--- config.mk ---
export PLATFORM = sky130hd
export DESIGN_NAME = aes_controller_sequencer
export DESIGN_NICKNAME = d
export VERILOG_FILES = /design/src/rtl/aes_controller_sequencer.sv
export SDC_FILE = /design/constraint.sdc
export NUM_CORES = 1
export LEC_CHECK = 0
export BUFFER_PORTS_ARGS = -buffer_cell sky130_fd_sc_hd__buf_4
export CORE_MARGIN = 2
export CORE_UTILIZATION = 40
export DETAILED_ROUTE_END_ITERATION = 7
export PLACE_DENSITY = 0.6
export SLEW_MARGIN = 20
export SYNTH_ARGS = -nofsm -noshare
export SYNTH_HDL_FRONTEND = slang
export SYNTH_SLANG_ARGS = --single-unit
--- constraint.sdc ---
create_clock -name clk -period 6.8 [get_ports clk]
set_clock_uncertainty 0.2 [all_clocks]
set_input_delay 0.34 -clock clk [delete_from_list [all_inputs] [get_ports clk]]
set_output_delay 0.34 -clock clk [all_outputs]
set_load 0.005 [all_outputs]
--- src/rtl/aes_controller_sequencer.sv ---
// Sequential half of the AES controller: state/round registers, per-state wait counter, control strobes.
// Optional macro AES_LOAD_SYNC_EN adds a load synchronizer, rising-edge detector and pending flag.
module aes_controller_sequencer #(
  parameter int ROUND_WAIT = 3
) (
  input  logic       clk,
  input  logic       reset,
  input  logic       load,
  input  logic [3:0] nextstate,
  input  logic [3:0] nextround,
  output logic [3:0] state,
  output logic [8:0] counter,
  output logic [3:0] round,
  output logic       load_q,
  output logic       busy,
  output logic       round_start,
  output logic       capture_en,
  output logic       done
);

  localparam logic [8:0] WAIT_INIT = 9'(ROUND_WAIT);

  logic [3:0] state_next;
  logic [3:0] round_next;
  logic [8:0] counter_next;
  logic       entering;
  logic       next_is_round;
  logic       next_is_busy;
  logic       cur_is_round;

  // Out-of-range codes from the next-state logic fall back to idle.
  always_comb begin
    state_next = 4'd0;
    round_next = 4'd0;
    if (nextstate <= 4'd12) begin
      state_next = nextstate;
      round_next = nextround;
    end
  end

  assign entering      = (state_next != state);
  assign next_is_round = (state_next >= 4'd2) && (state_next <= 4'd11);
  assign next_is_busy  = (state_next >= 4'd1) && (state_next <= 4'd11);
  assign cur_is_round  = (state >= 4'd2) && (state <= 4'd11);

  always_comb begin
    counter_next = 9'd0;
    if (entering) begin
      counter_next = next_is_round ? WAIT_INIT : 9'd0;
    end else if (cur_is_round) begin
      counter_next = (counter == 9'd0) ? 9'd0 : counter - 9'd1;
    end else if (state == 4'd12) begin
      counter_next = (counter == 9'h1FF) ? counter : counter + 9'd1;
    end
  end

  // Strobes are decoded from the value being loaded into state so they line up with it;
  // the state register itself serves as the delayed copy for entry detection.
  always_ff @(posedge clk or posedge reset) begin
    if (reset) begin
      state       <= 4'd0;
      round       <= 4'd0;
      counter     <= 9'd0;
      busy        <= 1'b0;
      done        <= 1'b0;
      round_start <= 1'b0;
      capture_en  <= 1'b0;
    end else begin
      state       <= state_next;
      round       <= round_next;
      counter     <= counter_next;
      busy        <= next_is_busy;
      done        <= (state_next == 4'd12);
      round_start <= entering && next_is_busy;
      capture_en  <= entering && (state_next == 4'd12);
    end
  end

`ifdef AES_LOAD_SYNC_EN
  logic sync1_reg;
  logic sync2_reg;
  logic sync3_reg;
  logic pending_reg;
  logic load_edge;

  assign load_edge = sync2_reg & ~sync3_reg;

  // A new edge wins over clearing, so a request seen while leaving idle starts the following block.
  always_ff @(posedge clk or posedge reset) begin
    if (reset) begin
      sync1_reg   <= 1'b0;
      sync2_reg   <= 1'b0;
      sync3_reg   <= 1'b0;
      pending_reg <= 1'b0;
    end else begin
      sync1_reg <= load;
      sync2_reg <= sync1_reg;
      sync3_reg <= sync2_reg;
      if (load_edge) begin
        pending_reg <= 1'b1;
      end else if ((state == 4'd0) && (state_next != 4'd0)) begin
        pending_reg <= 1'b0;
      end
    end
  end

  assign load_q = pending_reg;
`else
  assign load_q = load;
`endif

endmodule

==> metrics.yaml, run 1 <==
outcome:
  status: "finished clean"
clocking:
  cts_setup_buffers: 0
  cts_root_buf: "clkbuf_4"
  cts.sinks: 21
  cts.clk_slew.worst_paths_ns: 0.12
  cts_resized: 0
  htreeDepth: 1
  cts_buffers: 3
  cts_tree: "yes"
  cts_buffer_depth: 2
  clk-insertion-delay-late_ns: 0.31
detailed_routing:
  wl_per_cell_um: 13.6
  vias: 1146
  drt_wl_total_mm: 2.87
  drt_iter0_drc: 72
  viasPerCell: 5.43
  dr.pass1.iters: 4
  ant_nets: 0
  drc: 0
timing:
  min_period_ns: 2.40
  grt_setup_unrepaired: "no"
  finalSetupViolations: 0
  min_period_over_period_pct: 35.4
  drv_slew: 0
  worst_slew_pin_slew_ns: 0.978
  finalHoldViolations: 0
  setup-tns-final_ns: 0
  fmaxAchievable_ghz: 0.416
  slew_headroom_pct: 34.8
flow_run:
  maxCapViolCount: 0
layout:
  fin_area_sq_um: 1570
  multi_input_area_sq_um: 708
  area_growth_pct: 20.6
  n_fill_cell: 304
  nets: 182
  final_util_pct: 51.0
  drive_above_1_share_pct: 25.1
  antennaDiodeCount: 0
  seq_area_sq_um: 526
global_route:
  grt_usage_pct: 16.5
  grt_pass1_wl_mm: 4.57
  grt_max_degree: 22
  grt_antenna_before_repair: 0
  grt.overflow.total: 0
  grt_pass1_vias: 978
floorplanning:
  rows: 20
  initial_core_util_pct: 42.3
  core_area_sq_um: 3080
  die_x_um: 61.1
  ios: 33
  die_area_sq_um: 3730
  die_h_um: 61.1
setup_path:
  cp.required_ns: 6.75
  critical_path_arrival_ns: 2.36
  endpoint_kind: "register"
  critPathKind: "reg2reg"
  crit_path_max_fanout: 10
  start_kind: "register"
power_and_ir_drop:
  leakagePower_nw: 0.696
  p_per_area_nw_per_um2: 163
  peakVddDrop_mv: 0.0983
  finalPower_mw: 0.256
yosys:
  netlist-cell-type-count: 45
  synth.top_cells.by_area: "dfrtp_1 40%, and2_1 4.8%, o21ai_0 3.8%"
  synthCells: 141
  yosysMostFrequentCell: "dfrtp_1"
  synth_flop_cell: "dfrtp_1"
  seq_area_frac_synth_pct: 40.3
  synth.avg_cell_area_sq_um: 9.24
  synth_common_cells: "21 x dfrtp_1, 12 x nor2_1, 10 x and2_1, 10 x nand2_1, 10 x o21ai_0"
  synth_area_sq_um: 1300
  synth_top_area_cell: "dfrtp_1"
  ys_async_sr_fraction_pct: 100
  ys_ff_latch: 21
  synth_edf_count: 0
  netlist.area_leader.share_pct: 40.3
  syn_nets: 155
  synth_warnings: 0
placement:
  place_area_sq_um: 1530
  io_buffers: 30
  gp_congestion: 0.870
  place_hpwl_mm: 2.06
worst_hold_path:
  hp-class: "in2reg"
## what timing repair did
item | 4_1_cts | 5_1_grt
endpoints found under the setup margin | 0 | 0
hold endpoints to repair | 21 | 0
hold buffers | 1 | 0
## worst max-delay path, cell delays in order, from the launching register on
cell,delay [ns]
dfrtp_1,0.51
inv_1,0.10
ha_1,0.20
or4b_4,0.51
o211ai_4,0.32
o32ai_1,0.13
a22oi_1,0.21
nor2_1,0.06
## state kept, by name, summed over array words and instances, names as in the netlist
| register | count |
|---|---|
| round | 4 |
| capture_en | 1 |
| state | 4 |
| round_start | 1 |
| counter | 9 |
| done | 1 |
| busy | 1 |
## cell families (layout without fill, tap and decap cells)
family,count (synthesis),after routing,share of synthesized area (%)
xor+xnor,7,7,4.71
compound gates,33,33,17.6
simple gates,61,61,27.7
mux,2,2,1.54
buf+inv,14,40,5.28
flops,21,21,40.3
fa+ha+maj,3,3,2.88
## per-stage QoR
stage | cells | hold slack [ns] | worst slack, ns
after global placement | 206 | 0.322 | 4.48
after floorplan | 141 | 0.117 | 4.63
final | 211 | 0.0378 | 4.40
after CTS | 211 | 0.0242 | 4.41
after detailed placement | 206 | 0.338 | 4.45
after global routing | 211 | 0.0224 | 4.27
## layout make-up
class                   count  share of cell area [%]
clock buffers               3                    1.43
clock inverters             1                   0.319
inverters                   5                    1.20
multi-input cells         106                    45.1
flip-flops and latches     21                    33.5
well taps                  44                    3.51
repair buffers             31                    15.0
## report_power, final
group / switching [mW] / internal [mW] / leakage (nW) / total [mW]
Sequential: 0.00833 / 0.131 / 0.265 / 0.139
Clock: 0.0379 / 0.0219 / 0.0177 / 0.0599
Combinational: 0.0275 / 0.0293 / 0.414 / 0.0569
## worst paths after layout
| check | startpoint | depth (start not counted) | to | slack, ns |
|---|---|---|---|---|
| max in group asynchronous | reset | 3 | state[3] | 5.41 |
| min in group asynchronous | reset | 3 | counter[8] | 0.51 |
| worst max-delay path | counter[0] | 7 | counter[4] | 4.40 |
| worst min-delay path | nextround[0] | 2 | round[0] | 0.04 |
| worst min register to register | counter[7] | 2 | counter[7] | 0.44 |
| worst max register to register | counter[0] | 7 | counter[4] | 4.40 |
## layout by cell type, fill, tap and decap left out, types with 2 or more instances in the layout
master / count
nand2_1: 10
nand3_1: 6
clkbuf_4: 3
nor2_1: 12
o22ai_1: 2
or4_4: 2
xnor2_1: 3
nor3_1: 5
ha_1: 3
o21ai_0: 10
a31oi_1: 2
dfrtp_1: 21
a22oi_1: 4
a21oi_1: 3
nor4bb_1: 2
or3_1: 3
buf_4: 30
o32ai_1: 2
mux2i_1: 2
xor2_1: 4
inv_1: 5
and2_1: 10
## metal layers
| metal | global-route usage, % | routed length (um) |
|---|---|---|
| met1 | 23.8 | 1360 |
| met2 | 25.7 | 1290 |
| met3 | 2.52 | 190 |
| met4 | 4.66 | 28 |
| met5 | 0 | 0 |
No activity file was read; power rests on OpenSTA's default activity.
==> run 2, diff against run 1 <==
==> constraint.sdc (replaced) <==
create_clock -name clk -period 2.3 [get_ports clk]
set_clock_uncertainty 0.2 [all_clocks]
set_input_delay 0.115 -clock clk [delete_from_list [all_inputs] [get_ports clk]]
set_output_delay 0.115 -clock clk [all_outputs]
set_load 0.005 [all_outputs]
==> run 2 against run 1 <==
  * Clock power grew to 3.0 times the previous value
  * Final area rose by 11%
  * Critical path depth unchanged
  * Core utilization rose by 5.7 points
  * Worst hold slack worse by 0.0077 ns
  * Largest cell class unchanged
  * Critical path type unchanged
  * Combinational power grew to 3.7 times the previous value
==> metrics.yaml, run 2 (same netlist as run 1, synthesis figures left out) <==
global_route:
  grt_antenna_before_repair: 0  # unchanged
  grt_max_degree: 22  # unchanged
  grt_pass1_wl_mm: 5.30  # +16%
  grt_pass1_vias: 1096  # +12%
  grt.overflow.total: 0  # unchanged
  grt_usage_pct: 19.2  # +2.7 points
detailed_routing:
  wl_per_cell_um: 13.9  # +2.1%
  dr.pass1.iters: 4  # unchanged
  vias: 1244  # +8.6%
  drt_iter0_drc: 32  # -56%
  drt_wl_total_mm: 3.20  # +11%
  drc: 0  # unchanged
  ant_nets: 0  # unchanged
  viasPerCell: 5.41  # -0.42%
floorplanning:
  die_x_um: 61.1  # unchanged
  initial_core_util_pct: 42.3  # unchanged
  die_h_um: 61.1  # unchanged
  ios: 33  # unchanged
  rows: 20  # unchanged
  core_area_sq_um: 3080  # unchanged
  die_area_sq_um: 3730  # unchanged
timing:
  fmaxAchievable_ghz: 0.458  # +10%
  grt_setup_unrepaired: "yes"
  finalSetupViolations: 0  # unchanged
  worst_slew_pin_slew_ns: 0.783  # -0.195 ns
  min_period_ns: 2.18  # -0.221 ns
  whs_ns: 0.0301  # -0.00771 ns
  finalHoldViolations: 0  # unchanged
  min_period_over_period_pct: 94.9  # +60 points
  timing.final.ws_setup_ns: 0.117  # -4.28 ns
  slew_headroom_pct: 47.7  # +13 points
  drv_slew: 0  # unchanged
clocking:
  cts.sinks: 21  # unchanged
  cts.clk_slew.worst_paths_ns: 0.12  # about the same
  cts_buffer_depth: 2  # unchanged
  cts_tree: "yes"
  cts_buffers: 3  # unchanged
  clk-insertion-delay-late_ns: 0.31  # about the same
  htreeDepth: 1  # unchanged
  cts_root_buf: "clkbuf_4"
layout:
  area_growth_pct: 34.1
  drive_above_1_share_pct: 30.1  # +5.0 points
  largest_registers: "counter: 9 flops, round: 4 flops, state: 4 flops"
  fin_area_sq_um: 1750  # +11%
  final_util_pct: 56.7  # +5.7 points
  regMostFlops: "counter"
  nets: 201  # +10%
  layout_commonest_cell: "buf_4"
  final_cell_mix: "40 x buf_4, 19 x dfrtp_1, 12 x nor2_1"
  antennaDiodeCount: 0  # unchanged
  largest_reg_flops: 9  # unchanged
power_and_ir_drop:
  leakagePower_nw: 0.794  # +14%
  peakVddDrop_mv: 0.480  # +390%
  finalPower_mw: 0.795  # +210%
  p_per_area_nw_per_um2: 455  # +180%
setup_path:
  critPathKind: "reg2reg"
  start_kind: "register"
  endpoint_kind: "register"
  critical_path_arrival_ns: 2.17  # -0.19 ns
  crit_path_max_fanout: 5  # -5
  cp.required_ns: 2.29  # -4.46 ns
placement:
  place_hpwl_mm: 2.27  # +9.9%
  dp_slack_ns: 0.0820  # -4.36 ns
  gp_congestion: 0.867  # -0.33%
  place_area_sq_um: 1600  # +4.4%
  io_buffers: 30  # unchanged
worst_hold_path:
  hp-class: "in2out"
outcome:
  status: "finished clean"
flow_run:
  maxCapViolCount: 0  # unchanged
[run 2: cell types whose count changed in the layout (fill, tap and decap cells not counted)]
cell           previous run  this run
o22ai_1                   2         1
buf_4                    30        40
o22ai_2                   0         1
dfrtp_1                  21        19
o211ai_2                  0         1
dlygate4sd3_1             1         9
dfrtp_2                   0         2
[run 2: cell type report]
cell class	instances	area, sq um
flip-flops and latches	21	528
clock inverters	1	5.00
multi-input cells	107	727
fillers	285	1330
clock buffers	3	22.5
well taps	44	55.1
inverters	5	18.8
repair buffers	49	390
[run 2: timing repair]
action | in CTS | in global routing
hold endpoints to repair | 30 | 0
endpoints found under the setup margin | 0 | 11
gates resized for setup | 0 | 3
setup buffers | 0 | 1
hold buffers | 9 | 0
[run 2: path summary, 6_finish.rpt]
kind,startpoint,slack (ns),cells after the start,endpoint
max,counter[1],0.12,7,counter[3]
max in group asynchronous,reset,1.06,3,counter[1]
max reg2reg,counter[1],0.12,7,counter[3]
min,load,0.03,0,load_q
min in group asynchronous,reset,0.31,3,round_start
min reg2reg,counter[7],0.44,2,counter[7]
[run 2: critical path, cell delays in order (launching register included)]
cell      delay, ns
dfrtp_2        0.45
inv_1          0.06
ha_1           0.20
or4b_4         0.52
o211ai_2       0.29
o22ai_1        0.14
a22oi_1        0.15
nor2_1         0.05
[run 2: power by group]
group          internal [mW]  total (mW)  switching (mW)
Clock                 0.0650       0.180           0.115
Sequential             0.387       0.403          0.0162
Combinational          0.111       0.211           0.101
[run 2: metal layers]
metal	share of wire [%]	global-route usage [%]	wire [um]
met2	46	30.2	1470
met5	0	0	0
met1	47	27.1	1500
met3	6.5	3.99	208
met4	0.78	4.66	25
[run 2: per-stage QoR]
step / TNS [ns] / cells
2_1_floorplan: 0 / 141
3_3_place_gp: 0 / 215
3_5_place_dp: 0 / 215
4_1_cts: 0 / 228
5_1_grt: -0.0116 / 230
6_report: 0 / 230
